$ cat src/rtl/alu_arbiter_pkg.sv
`default_nettype none
// ============================================================================
// Module      : alu_arbiter_pkg
// Description : Shared definitions for the two-client ALU arbiter: datapath
//               width and the ALUop encodings understood by the alu.
// Revision    : 1.0 - initial release
// ----------------------------------------------------------------------------
// Contents    : DATA_WIDTH           default operand/result width
//               OP_AND .. OP_SLT     3-bit ALUop codes
// ============================================================================
package alu_arbiter_pkg;

    localparam int DATA_WIDTH = 32;

    localparam logic [2:0] OP_AND = 3'b000;
    localparam logic [2:0] OP_OR  = 3'b001;
    localparam logic [2:0] OP_ADD = 3'b010;
    localparam logic [2:0] OP_SUB = 3'b110;
    localparam logic [2:0] OP_SLT = 3'b111;

endpackage : alu_arbiter_pkg
`default_nettype wire

$ cat src/rtl/alu.sv
`default_nettype none
// ============================================================================
// Module      : alu
// Description : Combinational 32-bit ALU (AND, OR, ADD, SUB, SLT) producing
//               the result plus Overflow, CarryOut and Zero flags.
// Revision    : 1.0 - initial release
// ----------------------------------------------------------------------------
// Ports       : a_i, b_i        in  DATA_WIDTH  operands
//               alu_op_i        in  3           operation code
//               result_o        out DATA_WIDTH  operation result
//               overflow_o      out 1           signed overflow (ADD/SUB only)
//               carry_out_o     out 1           carry out (ADD/SUB only)
//               zero_o          out 1           result is all zeros
// ============================================================================
module alu #(
    parameter int DATA_WIDTH = alu_arbiter_pkg::DATA_WIDTH
) (
    input  logic [DATA_WIDTH-1:0] a_i,
    input  logic [DATA_WIDTH-1:0] b_i,
    input  logic [2:0]            alu_op_i,
    output logic [DATA_WIDTH-1:0] result_o,
    output logic                  overflow_o,
    output logic                  carry_out_o,
    output logic                  zero_o
);
    import alu_arbiter_pkg::*;

    localparam int MSB = DATA_WIDTH - 1;

    logic [DATA_WIDTH:0] sum_add;
    logic [DATA_WIDTH:0] sum_sub;
    logic                ovf_add;
    logic                ovf_sub;
    logic                slt_bit;

    // Subtraction is A + ~B + 1, so CarryOut = 1 means "no borrow".
    assign sum_add = {1'b0, a_i} + {1'b0, b_i};
    assign sum_sub = {1'b0, a_i} + {1'b0, ~b_i} + (DATA_WIDTH+1)'(1);

    assign ovf_add = (a_i[MSB] == b_i[MSB]) && (sum_add[MSB] != a_i[MSB]);
    assign ovf_sub = (a_i[MSB] != b_i[MSB]) && (sum_sub[MSB] != a_i[MSB]);

    // Signed less-than: sign of the difference, corrected for overflow.
    assign slt_bit = sum_sub[MSB] ^ ovf_sub;

    always_comb begin
        result_o    = '0;
        overflow_o  = 1'b0;
        carry_out_o = 1'b0;
        case (alu_op_i)
            OP_AND: result_o = a_i & b_i;
            OP_OR:  result_o = a_i | b_i;
            OP_ADD: begin
                result_o    = sum_add[MSB:0];
                carry_out_o = sum_add[DATA_WIDTH];
                overflow_o  = ovf_add;
            end
            OP_SUB: begin
                result_o    = sum_sub[MSB:0];
                carry_out_o = sum_sub[DATA_WIDTH];
                overflow_o  = ovf_sub;
            end
            // SLT reports only the comparison; arithmetic flags stay clear.
            OP_SLT: result_o = {{(DATA_WIDTH-1){1'b0}}, slt_bit};
            // Unsupported codes yield zero, which raises Zero below.
            default: result_o = '0;
        endcase
    end

    assign zero_o = (result_o == '0);

endmodule : alu
`default_nettype wire

$ cat src/rtl/alu_arbiter.sv
`default_nettype none
// ============================================================================
// Module      : alu_arbiter
// Description : Round-robin arbiter and sequencer sharing one alu between two
//               requesters. Each accepted request is registered, executed for
//               one cycle, and its result/flags returned on a valid/ready
//               response channel to the issuing requester.
// Revision    : 1.0 - initial release
// ----------------------------------------------------------------------------
// Ports       : clk                     in  1   rising-edge clock
//               rst                     in  1   async active-high reset
//               req_valid_i             in  2   per-requester request valid
//               req_ready_o             out 2   per-requester request accept
//               req_a0_i, req_b0_i      in  DW  requester 0 operands
//               req_a1_i, req_b1_i      in  DW  requester 1 operands
//               req_op0_i, req_op1_i    in  3   requester ALUop codes
//               resp_valid_o            out 2   response pending for owner
//               resp_ready_i            in  2   per-requester response accept
//               resp_result_o           out DW  shared response result
//               resp_flags_o            out 3   {Overflow, CarryOut, Zero}
// ============================================================================
module alu_arbiter #(
    parameter int DATA_WIDTH = alu_arbiter_pkg::DATA_WIDTH
) (
    input  logic                  clk,
    input  logic                  rst,
    input  logic [1:0]            req_valid_i,
    output logic [1:0]            req_ready_o,
    input  logic [DATA_WIDTH-1:0] req_a0_i,
    input  logic [DATA_WIDTH-1:0] req_b0_i,
    input  logic [DATA_WIDTH-1:0] req_a1_i,
    input  logic [DATA_WIDTH-1:0] req_b1_i,
    input  logic [2:0]            req_op0_i,
    input  logic [2:0]            req_op1_i,
    output logic [1:0]            resp_valid_o,
    input  logic [1:0]            resp_ready_i,
    output logic [DATA_WIDTH-1:0] resp_result_o,
    output logic [2:0]            resp_flags_o
);
    import alu_arbiter_pkg::*;

    typedef enum logic [1:0] {
        ST_IDLE = 2'd0,
        ST_EXEC = 2'd1,
        ST_RESP = 2'd2
    } state_t;

    state_t                state_q,  state_d;
    logic                  rr_q,     rr_d;
    logic                  owner_q,  owner_d;
    logic [DATA_WIDTH-1:0] a_q,      a_d;
    logic [DATA_WIDTH-1:0] b_q,      b_d;
    logic [2:0]            op_q,     op_d;
    logic [DATA_WIDTH-1:0] res_q,    res_d;
    logic [2:0]            flags_q,  flags_d;

    logic [1:0]            grant;
    logic                  grant_sel;

    logic [DATA_WIDTH-1:0] alu_result;
    logic                  alu_overflow;
    logic                  alu_carry_out;
    logic                  alu_zero;

    // ------------------------------------------------------------------
    // Shared ALU: driven only from the operand registers.
    // ------------------------------------------------------------------
    alu #(
        .DATA_WIDTH (DATA_WIDTH)
    ) u_alu (
        .a_i         (a_q),
        .b_i         (b_q),
        .alu_op_i    (op_q),
        .result_o    (alu_result),
        .overflow_o  (alu_overflow),
        .carry_out_o (alu_carry_out),
        .zero_o      (alu_zero)
    );

    // ------------------------------------------------------------------
    // Round-robin grant: a lone requester always wins; on contention the
    // requester named by rr_q wins.
    // ------------------------------------------------------------------
    always_comb begin
        grant = 2'b00;
        case (req_valid_i)
            2'b01:   grant = 2'b01;
            2'b10:   grant = 2'b10;
            2'b11:   grant = rr_q ? 2'b10 : 2'b01;
            default: grant = 2'b00;
        endcase
    end

    // grant is one-hot when non-zero, so bit 1 names the winner.
    assign grant_sel = grant[1];

    // ------------------------------------------------------------------
    // State register
    // ------------------------------------------------------------------
    always_ff @(posedge clk or posedge rst) begin
        if (rst) begin
            state_q <= ST_IDLE;
            rr_q    <= 1'b0;
            owner_q <= 1'b0;
            a_q     <= '0;
            b_q     <= '0;
            op_q    <= 3'b000;
            res_q   <= '0;
            flags_q <= 3'b000;
        end else begin
            state_q <= state_d;
            rr_q    <= rr_d;
            owner_q <= owner_d;
            a_q     <= a_d;
            b_q     <= b_d;
            op_q    <= op_d;
            res_q   <= res_d;
            flags_q <= flags_d;
        end
    end

    // ------------------------------------------------------------------
    // Next-state and output logic
    // ------------------------------------------------------------------
    always_comb begin
        state_d      = state_q;
        rr_d         = rr_q;
        owner_d      = owner_q;
        a_d          = a_q;
        b_d          = b_q;
        op_d         = op_q;
        res_d        = res_q;
        flags_d      = flags_q;
        req_ready_o  = 2'b00;
        resp_valid_o = 2'b00;

        case (state_q)
            ST_IDLE: begin
                req_ready_o = grant;
                // A ready bit is only raised for a valid requester, so any
                // non-zero grant is a completed handshake.
                if (grant != 2'b00) begin
                    owner_d = grant_sel;
                    rr_d    = ~grant_sel;
                    a_d     = grant_sel ? req_a1_i  : req_a0_i;
                    b_d     = grant_sel ? req_b1_i  : req_b0_i;
                    op_d    = grant_sel ? req_op1_i : req_op0_i;
                    state_d = ST_EXEC;
                end
            end

            ST_EXEC: begin
                res_d   = alu_result;
                flags_d = {alu_overflow, alu_carry_out, alu_zero};
                state_d = ST_RESP;
            end

            ST_RESP: begin
                resp_valid_o[owner_q] = 1'b1;
                // Only the owner's ready bit can retire the response.
                if (resp_ready_i[owner_q]) begin
                    state_d = ST_IDLE;
                end
            end

            default: state_d = ST_IDLE;
        endcase
    end

    assign resp_result_o = res_q;
    assign resp_flags_o  = flags_q;

endmodule : alu_arbiter
`default_nettype wire

$ cat config.mk
export PLATFORM = sky130hd
export DESIGN_NAME = alu_arbiter
export DESIGN_NICKNAME = d
export VERILOG_FILES = /design/src/rtl/alu_arbiter_pkg.sv /design/src/rtl/alu.sv /design/src/rtl/alu_arbiter.sv
export SDC_FILE = /design/constraint.sdc
export NUM_CORES = 1
export LEC_CHECK = 0
export CELL_PAD_IN_SITES_DETAIL_PLACEMENT = 1
export CELL_PAD_IN_SITES_GLOBAL_PLACEMENT = 1
export CORE_MARGIN = 2
export CORE_UTILIZATION = 41
export CTS_CLUSTER_SIZE = 40
export DETAILED_ROUTE_END_ITERATION = 10
export PLACE_DENSITY = 0.92
export SKIP_CTS_REPAIR_TIMING = 1
export SLEW_MARGIN = 40
export SYNTH_ARGS = -nofsm -noshare
export SYNTH_HDL_FRONTEND = slang
export SYNTH_HIERARCHICAL = 1
export SYNTH_SLANG_ARGS = --single-unit
$ cat constraint.sdc
create_clock -name clk -period 5.9 [get_ports clk]
set_clock_uncertainty 0.1 [all_clocks]
set_input_delay 0.59 -clock clk [delete_from_list [all_inputs] [get_ports clk]]
set_output_delay 0.59 -clock clk [all_outputs]
set_load 0.005 [all_outputs]
==> results.sh <==
export IMPL_status="completed"
export IMPL_crit_chain="inv_1, ha_1, nor4_1, o211ai_1, a41o_1, o211a_1, o31ai_2, a21oi_1, o21bai_1, a21oi_1, o21bai_1, fa_1, o22a_1, a21oi_1, nor3_1, nand3_1, nor4_1, nand4b_1, nor4_4, nand4b_1, nor2_1, mux2_2"
export IMPL_ir_drop_mv=0.297
export IMPL_total_power_mw=8.58
export IMPL_critical_path_buf_inv_count=1
export IMPL_globalplace_congestion=0.951
export IMPL_finalWirelength_um=36200
export IMPL_worstPathRequired_ns=6.10
export IMPL_cp_start_kind="register"
export IMPL_layout_commonest_cell="clkdlybuf4s50_1"
export IMPL_clk_pin_slew_worst_paths_ns=0.08
export IMPL_slowest_delay_ns=0.47
export IMPL_r2r_slack_ns=0.62
export IMPL_fin_ws_ns=0.623
export IMPL_drc=0
export IMPL_crit_family="compound AO/OA/AOI/OAI gates"
export IMPL_num_antenna_cells=0
export IMPL_die_area_sq_um=25900
export IMPL_yosys_register_bits=106
export IMPL_avgSynthCellArea_sq_um=8.80
export IMPL_timing_final_hold_violations=0
export IMPL_crit_path_top_delay_cell="nor4_1"
export IMPL_ys_flop_type="dfrtp_1"
export IMPL_vias_per_cell=6.11
export IMPL_crit_arrival_ns=5.47
export IMPL_syn_area_sq_um=10100
export IMPL_synth_cells=1147
export IMPL_pwr_density_cell_nw_per_um2=705
export IMPL_grt_max_degree=70
export IMPL_core_sq_um=24200
export IMPL_leakagePower_nw=5.23
export IMPL_first_pass_iters=5
export IMPL_async_flop_share_pct=100
export IMPL_path_class="reg -> reg"
export IMPL_io_pins=179
export IMPL_die_h_um=161
export IMPL_cp_common_cell="a21oi_1"
export IMPL_clock_latency_ns=0.36
export IMPL_synth_top_cell_area_share_pct=26.3
export IMPL_cts_tree="yes"
export IMPL_synth_edf_count=0
export IMPL_fmaxAchievable_ghz=0.190
export IMPL_numCtsBuffers=9
export IMPL_clk_path_buf_depth=2
export IMPL_yosysWarnings=6
export IMPL_p_comb_share_pct=75.2
export IMPL_grt_first_pass_wirelength_um=56600
export IMPL_netSwitchingFraction_pct=53.8
export IMPL_rsz0062_at_grt="no"
export IMPL_final_cell_mix="clkdlybuf4s50_1 (178), dfrtp_1 (104), ha_1 (103)"
export IMPL_gr_total_overflow=0
export IMPL_yosysTopAreaCell="dfrtp_1"
export IMPL_place_ws_ns=0.745
export IMPL_slew_headroom_pct=45.1
export IMPL_cts_sinks=106
export IMPL_synth_area_leaders="dfrtp_1 (26%), ha_1 (13%), a221o_1 (5.5%), o21a_1 (4.3%), mux2_2 (4.2%)"
export IMPL_drive_above_1_share_pct=8.73
export IMPL_synth_nets=1393
export IMPL_worst_slew_pin_transition_ns=0.823
export IMPL_pwr_share_clk_pct=7.5
export IMPL_slew_viol_final=0
export IMPL_die_w_um=161
export IMPL_critPathMaxFanout=13
export IMPL_yosysSeqAreaShare_pct=26.3
export IMPL_p_int_mw=3.96
export IMPL_hp_class="reg -> reg"
export IMPL_core_rowCount=57
export IMPL_cp_end_kind="register"
export IMPL_grtUsageTotal_pct=27.8
export IMPL_hpwlAfterDp_um=27600
export IMPL_wire_per_inst_um=22.7
export IMPL_p_sw_mw=4.62
export IMPL_cts_root_buf="clkbuf_16"
export IMPL_htree_levels=3
export IMPL_antenna_found_initial=1
export IMPL_start_util_pct=41.6
export IMPL_fin_nets=1513
export IMPL_drv_cap=0
export IMPL_postRouteAntennaNets=0
export IMPL_drt_iter0_drc=690
export IMPL_vias=9744
export IMPL_setup_tns_final_ns=0
export IMPL_seqPwrFrac_pct=17.2
export IMPL_period_share_pct=89.4
export IMPL_grt_pass1_vias=10098
export IMPL_syn2layout_area_growth_pct=20.7
export IMPL_synth_cell_type_count=94
export IMPL_fin_crit_ns=5.28
export IMPL_setup_violations=0
export IMPL_port_buffers=178
export IMPL_final_util_pct=50.2
## registers in the layout, indices dropped and copies added (netlist names)
| register | flops |
|---|---|
| resp_result_o | 32 |
| a_q | 32 |
| op_q | 3 |
| owner_q | 1 |
| state_q | 2 |
| b_q | 32 |
| resp_flags_o | 3 |
| rr_q | 1 |
## final cells by class
| class | instances | area, sq um |
|---|---|---|
| multi-input combinational | 859 | 6560 |
| inverter | 101 | 382 |
| sequential | 106 | 2660 |
| tap | 324 | 405 |
| fill | 2834 | 12100 |
| timing repair buffer | 190 | 1870 |
| clock inverter | 5 | 62.6 |
| clock buffer | 11 | 243 |
## layer usage
layer / routed length (um) / track usage (%) / part of all wire, % / up-vias
met3: 1980 / 3.85 / 5.5 / 59
met2: 17600 / 46.7 / 49 / 307
met4: 808 / 8.40 / 2.2 / 2
met1: 15800 / 37.2 / 44 / 4904
met5: 10 / 0 / 0.028 / -
li1: - / - / - / 4472
## power by group through the flow
stage                     Sequential, mW  Clock, mW  Combinational (mW)
after floorplan                     1.32          0                4.64
after global placement              1.45          0                6.16
after detailed placement            1.49          0                6.28
after CTS                           1.48      0.661                6.33
after global routing                1.54      0.685                6.95
final                               1.48      0.647                6.45
## worst paths after layout
path | startpoint | to | depth (start not counted)
worst min-delay path | resp_result_o[15]$_DFFE_PP0N_ | resp_result_o[15]$_DFFE_PP0N_ | 1
min in group asynchronous | rst | a_q[27]$_DFFE_PP0P_ | 2
worst min register to register | resp_result_o[15]$_DFFE_PP0N_ | resp_result_o[15]$_DFFE_PP0N_ | 1
worst max-delay path | a_q[8]$_DFFE_PP0P_ | resp_flags_o[0]$_DFFE_PP0N_ | 22
max in group asynchronous | rst | op_q[0]$_DFFE_PP0P_ | 3
worst max register to register | a_q[8]$_DFFE_PP0P_ | resp_flags_o[0]$_DFFE_PP0N_ | 22
## logic make-up (layout without fill, tap and decap cells)
family / after synthesis / in the layout / share of synthesized area, %
flops: 106 / 106 / 26.3
simple gates: 281 / 281 / 14.2
compound gates: 402 / 402 / 30.2
fa+ha+maj: 106 / 106 / 13.4
buf+inv: 182 / 307 / 8.82
xor+xnor: 24 / 24 / 2.08
mux: 46 / 46 / 5.03
## stage by stage
step	hold slack, ns	cells	cell area (sq um)
2_1_floorplan	0.388	1147	10100
3_3_place_gp	0.386	1580	11900
3_5_place_dp	0.395	1580	11900
4_1_cts	0.411	1596	12200
5_1_grt	0.430	1596	12200
6_report	0.407	1596	12200
## cells in the mapped netlist, types with 4 or more instances
cell      count
o221a_2      13
a211o_1       8
mux2i_1       8
o221ai_1      5
mux2_2       38
o21ai_0      51
a21o_1       13
a41o_1        4
ha_1        103
a21oi_1      58
or3_1         9
clkbuf_8      7
buf_2        28
clkbuf_1     28
a221o_1      55
o211ai_1     17
nand2_1      59
nor4_1        9
nand3_1      28
xnor2_1      17
or4_1         4
nor3_1       19
xor2_1        7
o21bai_1     25
nand2b_1     12
dfrtp_1     106
nand4_1      14
nor2_1       79
o21a_1       58
buf_6        12
a211oi_1     18
nor2b_1      15
and3_1        7
inv_1        98
o22ai_1      20
a31oi_1       5
(Power assumes the default switching activity.)
